## src/rtl/id_ex_control_stage_if.sv

```systemverilog
// ID/EX control stage bus: IF/ID-side inputs and the registered ID/EX outputs.
interface id_ex_control_stage_if #(
    parameter int REG_ADDR_W = 5,
    parameter int ALU_OP_W   = 2,
    parameter int CNT_W      = 16
);
    logic                  i_valid;
    logic [6:0]            i_opcode;
    logic [REG_ADDR_W-1:0] i_rs1;
    logic [REG_ADDR_W-1:0] i_rs2;
    logic [REG_ADDR_W-1:0] i_rd;
    logic                  i_flush;
    logic                  i_hold;

    logic                  o_stall;
    logic                  o_ex_valid;
    logic                  o_reg_write;
    logic                  o_alu_src;
    logic                  o_mem_read;
    logic                  o_mem_write;
    logic                  o_mem_to_reg;
    logic                  o_branch;
    logic                  o_jump;
    logic [ALU_OP_W-1:0]   o_alu_op;
    logic [REG_ADDR_W-1:0] o_ex_rd;
    logic [REG_ADDR_W-1:0] o_ex_rs1;
    logic [REG_ADDR_W-1:0] o_ex_rs2;
    logic                  o_illegal;
    logic [CNT_W-1:0]      o_stall_cnt;

    // Pipeline front end / bench side
    modport master (
        output i_valid, i_opcode, i_rs1, i_rs2, i_rd, i_flush, i_hold,
        input  o_stall, o_ex_valid, o_reg_write, o_alu_src, o_mem_read,
               o_mem_write, o_mem_to_reg, o_branch, o_jump, o_alu_op,
               o_ex_rd, o_ex_rs1, o_ex_rs2, o_illegal, o_stall_cnt
    );

    // Control stage side
    modport slave (
        input  i_valid, i_opcode, i_rs1, i_rs2, i_rd, i_flush, i_hold,
        output o_stall, o_ex_valid, o_reg_write, o_alu_src, o_mem_read,
               o_mem_write, o_mem_to_reg, o_branch, o_jump, o_alu_op,
               o_ex_rd, o_ex_rs1, o_ex_rs2, o_illegal, o_stall_cnt
    );
endinterface

```

## src/rtl/id_ex_control_stage.sv

```systemverilog
// ID/EX control stage: opcode decode, load-use hazard detection, flush/hold
// handling and the ID/EX control register of a 5-stage RISC-V pipeline.
module id_ex_control_stage #(
    parameter int REG_ADDR_W   = 5,
    parameter int ALU_OP_W     = 2,
    parameter bit ENABLE_ITYPE = 1'b1,
    parameter bit ENABLE_JUMP  = 1'b1,
    parameter int CNT_W        = 16
) (
    input logic                 i_clk,
    input logic                 i_rst,
    id_ex_control_stage_if.slave bus
);

    localparam logic [6:0] OPC_R    = 7'b0110011;
    localparam logic [6:0] OPC_I    = 7'b0010011;
    localparam logic [6:0] OPC_LW   = 7'b0000011;
    localparam logic [6:0] OPC_SW   = 7'b0100011;
    localparam logic [6:0] OPC_BEQ  = 7'b1100011;
    localparam logic [6:0] OPC_JAL  = 7'b1101111;
    localparam logic [6:0] OPC_JALR = 7'b1100111;

    localparam logic [ALU_OP_W-1:0] ALU_ADD  = ALU_OP_W'(2'b00);
    localparam logic [ALU_OP_W-1:0] ALU_SUB  = ALU_OP_W'(2'b01);
    localparam logic [ALU_OP_W-1:0] ALU_RFN  = ALU_OP_W'(2'b10);
    localparam logic [ALU_OP_W-1:0] ALU_IFN  = ALU_OP_W'(2'b11);

    typedef struct packed {
        logic                reg_write;
        logic                alu_src;
        logic                mem_read;
        logic                mem_write;
        logic                mem_to_reg;
        logic                branch;
        logic                jump;
        logic [ALU_OP_W-1:0] alu_op;
    } ctrl_t;

    // Saturating increment for the stall counter
    function automatic logic [CNT_W-1:0] sat_inc(input logic [CNT_W-1:0] v);
        return (v == {CNT_W{1'b1}}) ? v : v + CNT_W'(1);
    endfunction

    ctrl_t                 dec_ctrl;
    logic                  dec_illegal;
    logic                  dec_rs1_used;
    logic                  dec_rs2_used;
    logic                  hazard;
    logic                  stall;

    ctrl_t                 ctrl_p1;
    logic                  vld_p1;
    logic [REG_ADDR_W-1:0] rd_p1;
    logic [REG_ADDR_W-1:0] rs1_p1;
    logic [REG_ADDR_W-1:0] rs2_p1;
    logic                  illegal_p1;
    logic [CNT_W-1:0]      stall_cnt;

    // Opcode decode into datapath controls and source-register usage
    always_comb begin
        dec_ctrl     = '0;
        dec_illegal  = 1'b0;
        dec_rs1_used = 1'b0;
        dec_rs2_used = 1'b0;
        unique case (bus.i_opcode)
            OPC_R: begin
                dec_ctrl.reg_write = 1'b1;
                dec_ctrl.alu_op    = ALU_RFN;
                dec_rs1_used       = 1'b1;
                dec_rs2_used       = 1'b1;
            end
            OPC_I: begin
                if (ENABLE_ITYPE) begin
                    dec_ctrl.reg_write = 1'b1;
                    dec_ctrl.alu_src   = 1'b1;
                    dec_ctrl.alu_op    = ALU_IFN;
                    dec_rs1_used       = 1'b1;
                end else begin
                    dec_illegal = 1'b1;
                end
            end
            OPC_LW: begin
                dec_ctrl.reg_write  = 1'b1;
                dec_ctrl.alu_src    = 1'b1;
                dec_ctrl.mem_read   = 1'b1;
                dec_ctrl.mem_to_reg = 1'b1;
                dec_ctrl.alu_op     = ALU_ADD;
                dec_rs1_used        = 1'b1;
            end
            OPC_SW: begin
                dec_ctrl.alu_src   = 1'b1;
                dec_ctrl.mem_write = 1'b1;
                dec_ctrl.alu_op    = ALU_ADD;
                dec_rs1_used       = 1'b1;
                dec_rs2_used       = 1'b1;
            end
            OPC_BEQ: begin
                dec_ctrl.branch = 1'b1;
                dec_ctrl.alu_op = ALU_SUB;
                dec_rs1_used    = 1'b1;
                dec_rs2_used    = 1'b1;
            end
            OPC_JAL: begin
                if (ENABLE_JUMP) begin
                    dec_ctrl.reg_write = 1'b1;
                    dec_ctrl.jump      = 1'b1;
                    dec_ctrl.alu_op    = ALU_ADD;
                end else begin
                    dec_illegal = 1'b1;
                end
            end
            OPC_JALR: begin
                if (ENABLE_JUMP) begin
                    dec_ctrl.reg_write = 1'b1;
                    dec_ctrl.alu_src   = 1'b1;
                    dec_ctrl.jump      = 1'b1;
                    dec_ctrl.alu_op    = ALU_ADD;
                    dec_rs1_used       = 1'b1;
                end else begin
                    dec_illegal = 1'b1;
                end
            end
            default: dec_illegal = 1'b1;
        endcase
    end

    // Load-use hazard against the load currently in EX; x0 never conflicts
    always_comb begin
        hazard = bus.i_valid & vld_p1 & ctrl_p1.mem_read & (rd_p1 != '0) &
                 ((dec_rs1_used & (bus.i_rs1 == rd_p1)) |
                  (dec_rs2_used & (bus.i_rs2 == rd_p1)));
        stall  = hazard | bus.i_hold;
    end

    // ---- ID -> EX boundary: flush beats hold, hold beats hazard bubble ----
    always_ff @(posedge i_clk) begin
        if (i_rst) begin
            vld_p1     <= 1'b0;
            ctrl_p1    <= '0;
            rd_p1      <= '0;
            rs1_p1     <= '0;
            rs2_p1     <= '0;
            illegal_p1 <= 1'b0;
        end else if (bus.i_flush || (!bus.i_hold && hazard)) begin
            vld_p1     <= 1'b0;
            ctrl_p1    <= '0;
            rd_p1      <= '0;
            rs1_p1     <= '0;
            rs2_p1     <= '0;
            illegal_p1 <= 1'b0;
        end else if (bus.i_hold) begin
            illegal_p1 <= 1'b0;
        end else begin
            vld_p1     <= bus.i_valid;
            ctrl_p1    <= bus.i_valid ? dec_ctrl : '0;
            rd_p1      <= bus.i_rd;
            rs1_p1     <= bus.i_rs1;
            rs2_p1     <= bus.i_rs2;
            illegal_p1 <= bus.i_valid & dec_illegal;
        end
    end

    // Stall-cycle counter, saturating, cleared only by reset
    always_ff @(posedge i_clk) begin
        if (i_rst) begin
            stall_cnt <= '0;
        end else if (stall) begin
            stall_cnt <= sat_inc(stall_cnt);
        end
    end

    assign bus.o_stall      = stall;
    assign bus.o_ex_valid   = vld_p1;
    assign bus.o_reg_write  = ctrl_p1.reg_write;
    assign bus.o_alu_src    = ctrl_p1.alu_src;
    assign bus.o_mem_read   = ctrl_p1.mem_read;
    assign bus.o_mem_write  = ctrl_p1.mem_write;
    assign bus.o_mem_to_reg = ctrl_p1.mem_to_reg;
    assign bus.o_branch     = ctrl_p1.branch;
    assign bus.o_jump       = ctrl_p1.jump;
    assign bus.o_alu_op     = ctrl_p1.alu_op;
    assign bus.o_ex_rd      = rd_p1;
    assign bus.o_ex_rs1     = rs1_p1;
    assign bus.o_ex_rs2     = rs2_p1;
    assign bus.o_illegal    = illegal_p1;
    assign bus.o_stall_cnt  = stall_cnt;

endmodule

```

## src/flat_wrapper.sv

```systemverilog
// flat-port wrapper written by rule: the top's interface ports become plain ports
module id_ex_control_stage_flat 
#(
    parameter int REG_ADDR_W   = 5,
    parameter int ALU_OP_W     = 2,
    parameter bit ENABLE_ITYPE = 1'b1,
    parameter bit ENABLE_JUMP  = 1'b1,
    parameter int CNT_W        = 16
)
  (i_clk, i_rst, bus_i_valid, bus_i_opcode, bus_i_rs1, bus_i_rs2, bus_i_rd, bus_i_flush, bus_i_hold, bus_o_stall, bus_o_ex_valid, bus_o_reg_write, bus_o_alu_src, bus_o_mem_read, bus_o_mem_write, bus_o_mem_to_reg, bus_o_branch, bus_o_jump, bus_o_alu_op, bus_o_ex_rd, bus_o_ex_rs1, bus_o_ex_rs2, bus_o_illegal, bus_o_stall_cnt);
  id_ex_control_stage_if #(.REG_ADDR_W(REG_ADDR_W), .ALU_OP_W(ALU_OP_W), .CNT_W(CNT_W)) bus_i ();
  input logic i_clk;
  input logic i_rst;
  input wire logic [$bits(bus_i.i_valid)-1:0] bus_i_valid;
  input wire logic [$bits(bus_i.i_opcode)-1:0] bus_i_opcode;
  input wire logic [$bits(bus_i.i_rs1)-1:0] bus_i_rs1;
  input wire logic [$bits(bus_i.i_rs2)-1:0] bus_i_rs2;
  input wire logic [$bits(bus_i.i_rd)-1:0] bus_i_rd;
  input wire logic [$bits(bus_i.i_flush)-1:0] bus_i_flush;
  input wire logic [$bits(bus_i.i_hold)-1:0] bus_i_hold;
  output wire logic [$bits(bus_i.o_stall)-1:0] bus_o_stall;
  output wire logic [$bits(bus_i.o_ex_valid)-1:0] bus_o_ex_valid;
  output wire logic [$bits(bus_i.o_reg_write)-1:0] bus_o_reg_write;
  output wire logic [$bits(bus_i.o_alu_src)-1:0] bus_o_alu_src;
  output wire logic [$bits(bus_i.o_mem_read)-1:0] bus_o_mem_read;
  output wire logic [$bits(bus_i.o_mem_write)-1:0] bus_o_mem_write;
  output wire logic [$bits(bus_i.o_mem_to_reg)-1:0] bus_o_mem_to_reg;
  output wire logic [$bits(bus_i.o_branch)-1:0] bus_o_branch;
  output wire logic [$bits(bus_i.o_jump)-1:0] bus_o_jump;
  output wire logic [$bits(bus_i.o_alu_op)-1:0] bus_o_alu_op;
  output wire logic [$bits(bus_i.o_ex_rd)-1:0] bus_o_ex_rd;
  output wire logic [$bits(bus_i.o_ex_rs1)-1:0] bus_o_ex_rs1;
  output wire logic [$bits(bus_i.o_ex_rs2)-1:0] bus_o_ex_rs2;
  output wire logic [$bits(bus_i.o_illegal)-1:0] bus_o_illegal;
  output wire logic [$bits(bus_i.o_stall_cnt)-1:0] bus_o_stall_cnt;
  assign bus_i.i_valid = bus_i_valid;
  assign bus_i.i_opcode = bus_i_opcode;
  assign bus_i.i_rs1 = bus_i_rs1;
  assign bus_i.i_rs2 = bus_i_rs2;
  assign bus_i.i_rd = bus_i_rd;
  assign bus_i.i_flush = bus_i_flush;
  assign bus_i.i_hold = bus_i_hold;
  assign bus_o_stall = bus_i.o_stall;
  assign bus_o_ex_valid = bus_i.o_ex_valid;
  assign bus_o_reg_write = bus_i.o_reg_write;
  assign bus_o_alu_src = bus_i.o_alu_src;
  assign bus_o_mem_read = bus_i.o_mem_read;
  assign bus_o_mem_write = bus_i.o_mem_write;
  assign bus_o_mem_to_reg = bus_i.o_mem_to_reg;
  assign bus_o_branch = bus_i.o_branch;
  assign bus_o_jump = bus_i.o_jump;
  assign bus_o_alu_op = bus_i.o_alu_op;
  assign bus_o_ex_rd = bus_i.o_ex_rd;
  assign bus_o_ex_rs1 = bus_i.o_ex_rs1;
  assign bus_o_ex_rs2 = bus_i.o_ex_rs2;
  assign bus_o_illegal = bus_i.o_illegal;
  assign bus_o_stall_cnt = bus_i.o_stall_cnt;
  id_ex_control_stage #(.REG_ADDR_W(REG_ADDR_W), .ALU_OP_W(ALU_OP_W), .ENABLE_ITYPE(ENABLE_ITYPE), .ENABLE_JUMP(ENABLE_JUMP), .CNT_W(CNT_W)) u_core (.i_clk(i_clk), .i_rst(i_rst), .bus(bus_i));
endmodule
```

## config.mk

```make
export PLATFORM = sky130hd
export DESIGN_NAME = id_ex_control_stage_flat
export DESIGN_NICKNAME = d
export VERILOG_FILES = /design/src/rtl/id_ex_control_stage_if.sv /design/src/rtl/id_ex_control_stage.sv /design/src/flat_wrapper.sv
export SDC_FILE = /design/constraint.sdc
export NUM_CORES = 1
export LEC_CHECK = 0
export CAP_MARGIN = 40
export CORE_MARGIN = 2
export CORE_UTILIZATION = 47
export CTS_CLUSTER_DIAMETER = 120
export DETAILED_ROUTE_END_ITERATION = 8
export HOLD_SLACK_MARGIN = 0.08
export PLACE_DENSITY = 0.93
export SKIP_LAST_GASP = 1
export SYNTH_ARGS = -nofsm -noshare
export SYNTH_HDL_FRONTEND = slang
export SYNTH_SLANG_ARGS = --single-unit
export TNS_END_PERCENT = 50
```

## constraint.sdc

```tcl
create_clock -name i_clk -period 2.5 [get_ports i_clk]
set_input_delay 0.625 -clock i_clk [delete_from_list [all_inputs] [get_ports i_clk]]
set_output_delay 0.625 -clock i_clk [all_outputs]
set_load 0.05 [all_outputs]
```

### After elaboration in Yosys (flattened, before gate mapping)

Cells that the tools add are included.
W data, S select, Z words.

* bits in registers: 42
* input bits: 27
* output and inout bits: 43
* logic and storage cells: 59

* $add $sub $neg: 1
* equal/unequal tests: 10
* mux-type cells: 11
* bitwise logic cells: 10
* reduce and logical (&&, ||, !) cells: 13

Operator list (number)
* $eq A7 B7 Y1 const B: 3
* $add A16 B1 Y16 const B: 1
* $eq A16 B16 Y1 const B: 1
* $eq A7 B6 Y1 const B: 2
* $eq A5 B5 Y1: 2
* $mux W1: 9
* $mux W9: 1
* $and A1 B1 Y1: 7
* $eq A7 B2 Y1 const B: 1
* $eq A7 B5 Y1 const B: 1
* $reduce_or A7 Y1: 1
* $pmux W2 S3: 1
* $reduce_or A3 Y1: 2
* $reduce_or A6 Y1: 1
* $reduce_bool A5 Y1: 1
* $reduce_or A5 Y1: 1
* $reduce_or A2 Y1: 2
* $reduce_or A4 Y1: 1
* $or A1 B1 Y1: 2
* $reduce_and A2 Y1: 1
* $logic_and A1 B1 Y1: 1
* $logic_not A1 Y1: 1
* $logic_or A1 B1 Y1: 1
* $not A1 Y1: 1

### Longest topological paths before layout

* depth in word-level cells: 9
* mapped depth: 9
* depth with buffers taken out: 7

### Worst setup path after synthesis

Ideal clock, no wire load.

* path type: register to output
* start: register u_core.rd_p1[0], in the netlist u_core.bus.o_ex_rd[0]
* end: output port bus_o_stall
* arrival time: 2.008 ns
* data required time: 1.875 ns
* slack: -0.133 ns
* stages on the path, launching flop included: 6
* buffers on the path: 1
* cell sequence: dfxtp_1 or4_1 o2111ai_2 o21bai_4 buf_6 nand2_1

* cells in the longest elaborated chain, start to end: 5

RTL lines
* start: declaration: RTL line id_ex_control_stage.sv:53 `logic [REG_ADDR_W-1:0] rd_p1;`
* start signal: assignment: RTL line id_ex_control_stage.sv:156 `rd_p1 <= bus.i_rd;`
* $eq A5 B5 Y1 (on tied branches): RTL line id_ex_control_stage.sv:130, id_ex_control_stage.sv:131
* $and A1 B1 Y1 (on tied branches): RTL line id_ex_control_stage.sv:130, id_ex_control_stage.sv:131
* $or A1 B1 Y1: RTL line id_ex_control_stage.sv:130 `((dec_rs1_used & (bus.i_rs1 == rd_p1)) |`
* $and A1 B1 Y1 *: RTL line id_ex_control_stage.sv:129 `hazard = bus.i_valid & vld_p1 & ctrl_p1.mem_read & (rd_p1 != '0) &`
* $or A1 B1 Y1 *: RTL line id_ex_control_stage.sv:132 `stall = hazard | bus.i_hold;`
* end: declaration: RTL line flat_wrapper.sv:21 `output wire logic [$bits(bus_i.o_stall)-1:0] bus_o_stall;`

Mark *: on every way between the ends. The rest lies on a longest branch, timed or not.

### Worst setup path in the final report

* start: register u_core.rd_p1[1], in the netlist u_core.bus.o_ex_rd[1]
* end: output port bus_o_stall

The elaborated chain is that of the path after synthesis.

==> metrics.md <==
| Metric | Value |
|---|---|
| Hold buffers post-CTS | `0` |
| Post-DP HPWL | `4230 um` |
| Worst Skew | `around 0.0091 ns` |
| Final setup viols | `0` |
| Routed vias | `2216` |
| Port buffer count | `between 60 and 70` |
| Crit path max-delay cell type | `or4_4` |
| Largest register FFs | `16` |
| CTS tree | `yes` |
| GPL Wtd Cong | `~0.88` |
| Die area | `roughly 5300 um^2` |
| Total gr overflow | `0` |
| Area Overhead vs Synth | `47.4%` |
| DRT antenna net count | `0` |
| CTS Buf Count | `5` |
| Syn Nets | `roughly 280` |
| CP startpoint kind | `register` |
| Layout cells sized above 1 | `~24%` |
| TritonCTS sink count | `41` |
| Ys Warns | `0` |
| Clk slew on worst S/H paths | `roughly 0.08 ns` |
| Simple-gate share of the synthesized area | `28.5%` |
| Nets@finish | `371` |
| Dpl ws | `-0.490 ns` |
| Synth Cell Area | `2240 um^2` |
| Pre-Repair DR Iteration Count | `4` |
| Fmax | `slightly above 400 MHz` |
| Status | `completed` |
| Final WL | `roughly 6000 um` |
| DRC viols | `0` |
| Via density | `5.58` |
| Minimum clock period | `around 2.5 ns` |
| Synth Area per Inst | `between 8 and 9 um^2` |
| Compound-Gate Fraction of Synth Area | `12.7%` |
| Routed wire per std cell | `15.0 um` |
| Xor/xnor share of the synthesized area | `under 10%` |
| Antenna violations before repair | `0` |
| Unique masters post-synth | `49` |
| Most common cell after layout, fill and taps aside | `clkdlybuf4s50_1` |
| Initial Util | `48.2%` |
| Die Height | `73.1 um` |
| Pins Over Slew Limit | `0` |
| Synth Flop Type | `dfxtp_1` |
| Largest family of logic cells by synthesized area | `simple AND/OR/NAND/NOR gates` |
| Asr flop ratio synth | `0%` |
| Commonest non-fill, non-tap cells in the layout | `clkdlybuf4s50_1 (51), nor2_1 (41), dfxtp_1 (36)` |
| Final Hold Viols | `0` |
| Cells after DPL | `382` |
| Pwr dens | `435 nW/um^2` |
| Root Buffer Master | `clkbuf_8` |
| Required @ worst endpoint | `1.88 ns` |
| Fin crit share | `98.8%` |
| Post-synthesis sequential area ratio | `a little over a third` |
| Crit path DAT | `1.85 ns` |
| Final critical-path setup slack | `0.0298 ns` |
| Final std cells w/o fill | `roughly 400` |
| Diodes inserted | `0` |
| Crit-path cells | `or4_4 -> o2111ai_2 -> o21bai_4 -> nand2_2 -> buf_12` |
| Mux share of post-synthesis cell area | `13.8%` |
| Synthesized instance count | `251` |
| Overall global routing resource usage | `around 23%` |
| 1st-iter DRT viols | `99` |
| Worst-margin pin slew | `about 0.54 ns` |
| Post-synth EDFFs | `0` |
| Max clock buf depth | `2` |
| CP max FO | `5` |
| Latest clock arrival within the worst-skew pair | `0.30 ns` |
| Max Cap Viol | `0` |
| First-pass GRT wire length | `9590 um` |
| Num rows | `25` |
| HP Class | `reg2reg` |
| Max rail drop VDD | `270 uV` |
| Die width | `73.1 um` |
| Yosys reg bits | `41` |
| Core ar. | `4660 um^2` |
| Vias in the first global route | `2076` |
| IO Pins | `70` |
| CP max stage delay | `between 0.5 and 0.6 ns` |
| Worst setup EP type | `primary output` |
| Leak pwr | `1.29 nW` |
| Critical path class | `reg2out` |
| Largest net degree at the start of global routing | `26` |
| Total power draw | `between 1 and 1.5 mW` |
| Setup_tns | `0 ns` |
| Final core utilization | `between 70% and 80%` |
| H-tree depth | `2` |
| Synth Area in Adders | `less than 1%` |
| Slew headroom | `64.2%` |
what timing repair did:
action / CTS / global route
gates resized for setup: 37 / 13
setup buffers: 6 / 2
endpoints found under the setup margin: 10 / 6
cloned: 0 / 0
pin swaps: 14 / 7
Yosys cell counts (2+ instances only):
cell type,n,area (um^2)
buf_6,2,22.5
nor2b_1,12,75.1
or4_1,4,30.0
mux2_2,10,113
nor3_2,2,20.0
nand4_1,7,43.8
nand2_1,19,71.3
or3_1,4,25.0
nor2_1,42,158
a2111oi_2,4,60.1
a211oi_1,3,22.5
xnor2_1,9,78.8
dfxtp_1,41,821
and3_1,3,18.8
clkbuf_1,8,30.0
and4_1,2,17.5
nor4_1,3,18.8
nand3_1,9,45.0
a31oi_1,3,18.8
a22oi_1,4,30.0
nor3_1,5,25.0
mux2i_1,17,170
inv_1,4,15.0
a21oi_1,7,35.0
buf_2,3,15.0
cell families (layout without fill, tap and decap cells):
group,Yosys count,after routing
mux,29,29
buf+inv,18,110
xor+xnor,10,10
flops,41,41
simple gates,120,120
fa+ha+maj,1,1
compound gates,32,32
critical path, delay by kind of cell (launching register included):
kind            cells  cell delay (ns)
compound gates      2             0.39
buf+inv             1             0.16
simple gates        2             0.63
flops               1             0.37
final timing paths:
check	start	end	slack (ns)	cells after the start
worst min register to register	u_core.bus.o_jump	u_core.bus.o_jump	0.50	2
worst max register to register	u_core.bus.o_ex_rd[4]	u_core.bus.o_stall_cnt[15]	0.13	8
worst max-delay path	u_core.bus.o_ex_rd[1]	bus_o_stall	0.03	5
worst min-delay path	u_core.bus.o_jump	u_core.bus.o_jump	0.50	2
through the flow:
stage	hold WS [ns]	instance area [um^2]
2_1_floorplan	0.652	2250
3_3_place_gp	0.460	3130
3_5_place_dp	0.484	3130
4_1_cts	0.497	3280
5_1_grt	0.519	3310
6_report	0.497	3310
area by class of cell:
cell class	instances	area (um^2)
Clock buffer	5	68.8
Timing Repair Buffer	99	908
Clock inverter	2	35.0
Fill cell	333	1350
Inverter	4	15.0
Multi-Input combinational cell	192	1390
Tap cell	54	67.6
Sequential cell	41	827
metal layers:
layer  share of wire (%)  wire length, um  global-route usage [%]  vias up
met5                   0                0                       0        -
met2                  50             2970                    38.7       69
met3                 6.1              366                    5.25        9
met4                 1.5               91                    7.82        0
li1                    -                -                       -     1088
met1                  43             2550                    29.1     1050
power breakdown:
group / total, mW / internal (mW) / switching, mW
Combinational: 0.242 / 0.107 / 0.135
Clock: 0.519 / 0.290 / 0.229
Sequential: 0.680 / 0.665 / 0.0146
(Power assumes the default switching activity.)
